==> src/rtl/matrix_ctrl.sv <==
// rtl/matrix_ctrl.sv - battleship-style 5x7 LED matrix game controller
// Optional cursor blink overlay enabled by defining BLINK_CURSOR_EN.
module matrix_ctrl #(
   parameter int SCAN_DIV  = 50000,
   parameter int MAX_SHIPS = 5
) (
   input  logic       clk,
   input  logic       rst,
   input  logic       ch7,
   input  logic       ch6,
   input  logic       ca,
   input  logic       cb,
   input  logic       cc,
   input  logic       cd,
   input  logic       ce,
   input  logic [2:0] row,
   input  logic       btn,
   output logic [4:0] col_out,
   output logic [6:0] row_out,
   output logic       hit,
   output logic       miss,
   output logic [2:0] ships_left,
   output logic       game_over
);

   localparam int            CW      = (SCAN_DIV > 2) ? $clog2(SCAN_DIV) : 1;
   localparam logic [CW-1:0] CNT_MAX = CW'(SCAN_DIV - 1);
   localparam logic [2:0]    MAX_CNT = 3'(MAX_SHIPS);

   typedef enum logic [1:0] {IDLE, PLACE, ATTACK, OVER} state_t;

   state_t          state, state_nx;
   logic [4:0][6:0] ship_map, shot_map;
   logic [2:0]      ship_count;
   logic            btn_q;
   logic [CW-1:0]   scan_cnt;
   logic [2:0]      col_idx;
   logic [4:0]      sel;
   logic [2:0]      sel_col;
   logic            sel_ok;
   logic            confirm;

   assign sel = {ce, cd, cc, cb, ca};

   always_comb begin
      sel_col = 3'd0;
      sel_ok  = 1'b0;
      case (sel)
         5'b00001: begin sel_col = 3'd0; sel_ok = 1'b1; end
         5'b00010: begin sel_col = 3'd1; sel_ok = 1'b1; end
         5'b00100: begin sel_col = 3'd2; sel_ok = 1'b1; end
         5'b01000: begin sel_col = 3'd3; sel_ok = 1'b1; end
         5'b10000: begin sel_col = 3'd4; sel_ok = 1'b1; end
         default:  ;
      endcase
      if (row == 3'd7) sel_ok = 1'b0;
   end

   assign confirm = btn & ~btn_q & sel_ok;

   always_comb begin
      state_nx = state;
      if (!ch7) begin
         state_nx = IDLE;
      end else begin
         case (state)
            IDLE:    state_nx = PLACE;
            PLACE:   if (ch6 && ship_count != 3'd0) state_nx = ATTACK;
            ATTACK:  if (ships_left == 3'd0) state_nx = OVER;
            OVER:    state_nx = OVER;
            default: state_nx = IDLE;
         endcase
      end
   end

   always_ff @(posedge clk) begin
      if (rst) state <= IDLE;
      else     state <= state_nx;
   end

   // Game-off clears everything and suppresses any confirm arriving in the same cycle.
   always_ff @(posedge clk) begin
      if (rst) begin
         ship_map   <= '0;
         shot_map   <= '0;
         ship_count <= 3'd0;
         ships_left <= 3'd0;
         btn_q      <= 1'b0;
         hit        <= 1'b0;
         miss       <= 1'b0;
      end else begin
         btn_q <= btn;
         hit   <= 1'b0;
         miss  <= 1'b0;
         if (!ch7) begin
            ship_map   <= '0;
            shot_map   <= '0;
            ship_count <= 3'd0;
            ships_left <= 3'd0;
         end else begin
            case (state)
               PLACE: begin
                  if (confirm) begin
                     if (ship_map[sel_col][row]) begin
                        ship_map[sel_col][row] <= 1'b0;
                        ship_count             <= ship_count - 3'd1;
                     end else if (ship_count < MAX_CNT) begin
                        ship_map[sel_col][row] <= 1'b1;
                        ship_count             <= ship_count + 3'd1;
                     end
                  end
                  if (state_nx == ATTACK) ships_left <= ship_count;
               end
               ATTACK: begin
                  if (confirm && !shot_map[sel_col][row]) begin
                     shot_map[sel_col][row] <= 1'b1;
                     if (ship_map[sel_col][row]) begin
                        hit        <= 1'b1;
                        ships_left <= ships_left - 3'd1;
                     end else begin
                        miss <= 1'b1;
                     end
                  end
               end
               default: ;
            endcase
         end
      end
   end

   always_ff @(posedge clk) begin
      if (rst || state == IDLE) begin
         scan_cnt <= '0;
         col_idx  <= 3'd0;
      end else if (scan_cnt == CNT_MAX) begin
         scan_cnt <= '0;
         col_idx  <= (col_idx == 3'd4) ? 3'd0 : col_idx + 3'd1;
      end else begin
         scan_cnt <= scan_cnt + 1'b1;
      end
   end

`ifdef BLINK_CURSOR_EN
   logic [3:0] frame_cnt;

   always_ff @(posedge clk) begin
      if (rst)
         frame_cnt <= 4'd0;
      else if (state != IDLE && scan_cnt == CNT_MAX && col_idx == 3'd4)
         frame_cnt <= frame_cnt + 4'd1;
   end
`endif

   always_comb begin
      col_out = 5'd0;
      row_out = 7'd0;
      case (state)
         PLACE: begin
            col_out = 5'd1 << col_idx;
            row_out = ship_map[col_idx];
         end
         ATTACK: begin
            col_out = 5'd1 << col_idx;
            row_out = ship_map[col_idx] & shot_map[col_idx];
         end
         OVER: begin
            col_out = 5'd1 << col_idx;
            row_out = ship_map[col_idx];
         end
         default: ;
      endcase
`ifdef BLINK_CURSOR_EN
      if ((state == PLACE || state == ATTACK) && sel_ok && sel_col == col_idx)
         row_out[row] = row_out[row] ^ frame_cnt[3];
`endif
   end

   assign game_over = (state == OVER);

endmodule

==> config.mk <==
export PLATFORM = sky130hd
export DESIGN_NAME = matrix_ctrl
export DESIGN_NICKNAME = d
export VERILOG_FILES = /design/src/rtl/matrix_ctrl.sv
export SDC_FILE = /design/constraint.sdc
export NUM_CORES = 1
export LEC_CHECK = 0
export BUFFER_PORTS_ARGS = -buffer_cell sky130_fd_sc_hd__buf_2
export CORE_ASPECT_RATIO = 1.75
export CORE_MARGIN = 4
export CORE_UTILIZATION = 40
export CTS_CLUSTER_SIZE = 8
export DETAILED_ROUTE_END_ITERATION = 8
export RECOVER_POWER = 50
export SLEW_MARGIN = 40
export SYNTH_ARGS = -nofsm -noshare
export SYNTH_HDL_FRONTEND = slang
export SYNTH_SLANG_ARGS = --single-unit
==> constraint.sdc <==
create_clock -name clk -period 2.75 [get_ports clk]
set_clock_uncertainty 0.15 [all_clocks]
set_input_delay 0 -clock clk [delete_from_list [all_inputs] [get_ports clk]]
set_output_delay 0 -clock clk [all_outputs]
set_load 0.02 [all_outputs]
==> run metrics, run 1 <==
status=finished clean; Cell Count Post-Placement=857; CTS max path bufs=2; ys async rst share=0; Setup crit start kind=flop; Die Y=163 µm; crit path capture type=flop; First DRT Iteration DRCs=434; # port buffers=30; GPL Wtd Cong=0.995; Residual DRC=0; Synth top area share=0.366; CP peak stage delay=560 ps; CP Class=flop to flop; worst path arrival time=2800 ps; fillers=1298; fin. max-slew vios=0; ys flop type=dfxtp_1; worst slew pin tran=936 ps; average size of a mapped cell=8.48 µm²; max-cap viol count=0; synthesized area=5460 µm²; DIE WIDTH=96.4 µm; hold_ws=264 ps; H-Tree Depth=3; proportion of layout cells with a drive suffix above 1=0.156; sequential area share after synthesis=0.366; Seq cells post-synth=100; Antenna Nets Post-Route=0; P_leak=2.27 nW; Ports=31; f_max=376 MHz; slew margin rel.=0.376; Clock Tree Root=clkbuf_16; min Tclk post-route=2660 ps; clock sinks=100; initial antenna violation count=0; vias per cell=6.00; via count=5272; Reg2Reg Setup Slack=90 ps; cell area after layout=6450 µm²; vias in the first global route=5228; # rows=56; Peak VDD IR=0.252 mV; Finished Layout Cells=878; Crit Path Max Fanout=8; first-pass GRT wire length=28400 µm; HP Class=input port to flop; Commonest cells post-synth=100 x dfxtp_1, 68 x a21oi_1, 51 x nand2_1; placed cell areas=6110 µm²; clock slew at reported path FFs=70 ps; Ys Warns=0; Final Setup Violations=0; crit-path cells=nor3b_1, o31a_1, a2111oi_2, nand4_4, nor3_1, clkbuf_1, a22o_1; number of synthesized flops with an enable pin=0; synth unique cells=63; RSZ-0062 raised after global routing=no; synthesized instance count=644; clk_lat worst skew=350 ps; P per Cell Area=485 nW/µm²; CP required=2890 ps; clock buffer count from CTS=9; Area Overhead vs Synth=18.1%; area of the die=15700 µm²; WL final=18200 µm; final setup margin=91.6 ps; gr ovfl total=0; final core area utilization=0.482; DP Wirelength=14100 µm; Total GRT Usage=0.240; Hold Violations, Final=0; Synth area leaders=dfxtp_1 37%, a211oi_1 6.9%, a21oi_1 6.2%; ant diodes=0; Routed wire per std cell=20.7 µm; Nets=722; Core Region=13400 µm²; period utilization=0.967; total nets after synthesis=666; CTS tree=yes; initial core utilization=0.408; top cell type by total area after synthesis=dfxtp_1; top-count cell post-synth=dfxtp_1; pin count of the biggest net entering global routing=48; DP Worst Slack=-4.35 ps; TritonRoute pass-1 iters=7; slowest CP cell=a2111oi_2
logic make-up after synthesis:
logic type                 synth area share
AOI/OAI and AO/OA                     0.294
xor gates and xnor gates             0.0224
adders and majority gates            0.0220
buffers and inverters                0.0481
DFF                                   0.366
muxes                                0.0295
and+or+nand+nor                       0.217
cells in the final DEF, fill, tap and decap left out, types with 6 or more instances in the layout:
cell type and n:
and3_1 10, xor2_1 8, nor3_1 8, nand2_1 51, nand3b_1 15, a22o_1 38
a31oi_1 6, dfxtp_1 100, ha_1 8, a21oi_1 68, nand2b_1 8, mux2i_1 15
clkbuf_1 15, clkbuf_16 9, nand3_1 10, o211ai_1 9, buf_4 52, inv_1 14
nor2_1 49, a211oi_1 50, nor3b_1 12, buf_2 15, xnor2_1 6, nor3_4 6
nor2b_1 6, o21ai_0 21
critical path: cells and delay by family (launching register included):
kind / cells / cell delay (ps)
compound gates: 3 / 1070
simple gates: 3 / 630
buf+inv: 1 / 410
flops: 1 / 350
report_power, final:
group | leakage [nW] | internal [mW] | switching (mW)
registers | 0.806 | 1.45 | 0.00287
clock network | 0.166 | 0.887 | 0.553
logic | 1.30 | 0.0832 | 0.156
total | 2.27 | 2.42 | 0.712
area by class of cell:
type                            instances  area, µm²  share of cell area
Sequential cell                       100       2000               0.310
Timing Repair Buffer                   93        632              0.0979
Tap cell                              174        218              0.0337
Clock inverter                          6        113              0.0174
Inverter                               18       67.6              0.0105
Multi-Input combinational cell        478       3200               0.495
Clock buffer                            9        225              0.0349
timing repair:
action / 4_1_cts / 5_1_grt
hold buffers: 5 / 0
endpoints found under the setup margin: 0 / 39
setup buffers: 0 / 1
endpoints found under the hold margin: 10 / 0
gates resized for setup: 0 / 2
per-layer routing:
layer  track usage  routed length, µm
met1         0.250               6650
met2         0.421               9290
met3        0.0305                772
met4         0.182               1500
met5             0                  0
through the flow:
stage,setup TNS [ps],power (mW)
global placement,-7.05,1.72
floorplan,0,1.63
finish,0,3.13
global route,0,3.22
detailed placement,-6.79,1.72
CTS,0,3.16
path summary, 6_finish.rpt:
check,startpoint,to,cells past startpoint
setup / recovery,shot_map[9],shot_map[6],7
hold / removal,row[1],shot_map[30],4
setup reg to reg,shot_map[9],shot_map[6],7
hold reg to reg,scan_cnt[0],scan_cnt[0],1
No activity file was read; power rests on OpenSTA's default activity.
==> inputs of run 2 (changes only) <==
RECOVER_POWER = 100   (was 50)
==> run 2 against run 1 <==
  * Via count about the same
  * Sequential power hardly changed
  * Critical path type is now flop to primary output
  * Largest cell class unchanged
  * Count of clock-buffer cells in the layout stayed put
  * Non-clock buffer count is the same
  * Utilization fell by 0.34 points
==> run metrics, run 2 (synthesis gave the netlist of run 1 again) <==
max-cap viol count=0; GPL Wtd Cong=0.995; Area Overhead vs Synth=17.3%; fin. max-slew vios=0; min Tclk post-route=2630 ps; # port buffers=30; Hold Violations, Final=0; Reg2Reg Setup Slack=130 ps; gr ovfl total=0; Ports=31; clk_lat worst skew=350 ps; Clock Tree Root=clkbuf_16; worst slew pin tran=934 ps; DP Wirelength=14100 µm; Setup crit start kind=flop; # rows=56; met1 GRT Util=0.250; worst-case hold path end point=shot_map[30]; initial antenna violation count=0; TritonRoute pass-1 iters=5; worst path arrival time=2480 ps; Crit Path Max Fanout=22; Core Region=13400 µm²; most frequent cells in the layout=100 x dfxtp_1, 68 x a21oi_1, 51 x nand2_1, 51 x buf_4, 50 x a211oi_1; clock buffer count from CTS=9; P_leak=2.22 nW; ant diodes=0; H-Tree Depth=3; Residual DRC=0; proportion of layout cells with a drive suffix above 1=0.152; grt met2 use=0.421; Die Y=163 µm; vias per cell=6.01; Routed wire per std cell=20.7 µm; Peak VDD IR=0.252 mV; cells on worst reg2reg path=8; area of the die=15700 µm²; f_max=380 MHz; P per Cell Area=488 nW/µm²; hold_ws=263 ps; crit path capture type=primary output; Nets=722; HP Class=input port to flop; RSZ-0062 raised after global routing=no; clock sinks=100; via count=5275; first-pass GRT wire length=28400 µm; HP Start=row[1]; WL final=18200 µm; CP required=2600 ps; pin count of the biggest net entering global routing=48; fillers=1308; CTS tree=yes; initial core utilization=0.408; status=finished clean; busiest grt layer=met2; vias in the first global route=5228; CTS max path bufs=2; Antenna Nets Post-Route=0; Total Power=3.13 mW; slew margin rel.=0.377; CP Class=flop to primary output; commonest non-fill, non-tap cell in the layout=dfxtp_1; clock slew at reported path FFs=70 ps; Total GRT Usage=0.240; met3 global-route usage=0.0305; DIE WIDTH=96.4 µm; Final Setup Violations=0; Hold Crit Depth=4; period utilization=0.956; First DRT Iteration DRCs=403
run 2: stage by stage:
step / utilization / TNS (ps) / setup WS [ps] / cells / cell area (µm²)
2_1_floorplan: - / 0 / 20.7 / 644 / 5470
3_3_place_gp: 0.457 / -7.05 / -7.05 / 857 / 6110
3_5_place_dp: 0.457 / -6.79 / -4.35 / 857 / 6110
4_1_cts: 0.486 / 0 / 17.1 / 877 / 6500
5_1_grt: 0.479 / 0 / 19.2 / 878 / 6410
6_report: 0.479 / 0 / 120 / 878 / 6410
run 2: timing repair:
action,4_1_cts,5_1_grt
hold buffers,5,0
setup buffers,0,1
hold endpoints to repair,10,0
gates resized for setup,0,2
setup endpoints to repair,0,39
run 2: worst max-delay path by stage:
stage,from,to,slack (ps),cells after the start
global placement,cd,flop,-7,10
CTS,flop,flop,20,8
floorplan,cb,ship_count[2],20,13
global route,col_idx[0],row_out[2],20,6
finish,col_idx[0],row_out[2],120,6
detailed placement,cc,shot_map[26],-4,10
run 2: routing by layer:
layer / routed length (µm) / vias up
li1: - / 2519
met1: 6670 / 2480
met2: 9340 / 198
met3: 743 / 78
met4: 1460 / 0
met5: 0 / -
run 2: worst max-delay path, cell delays in order, from the launching register on:
cell	delay, ps
dfxtp_1	330
clkbuf_2	510
mux2i_1	160
a211oi_1	390
o21ai_0	150
a211oi_1	340
clkbuf_2	230
run 2: final cells by class:
type / instances / area [µm²] / share of cell area
multi-input cells: 478 / 3150 / 0.492
repair buffers: 93 / 629 / 0.0982
well taps: 174 / 218 / 0.0340
clock inverters: 6 / 113 / 0.0176
flip-flops and latches: 100 / 2000 / 0.312
inverters: 18 / 67.6 / 0.0105
clock buffers: 9 / 225 / 0.0351
run 2: where the power goes:
part	internal [mW]	switching, mW	total [mW]	leakage (nW)
logic	0.0830	0.153	0.236	1.25
clock network	0.887	0.550	1.44	0.166
registers	1.45	0.00290	1.45	0.806
total	2.42	0.705	3.13	2.22
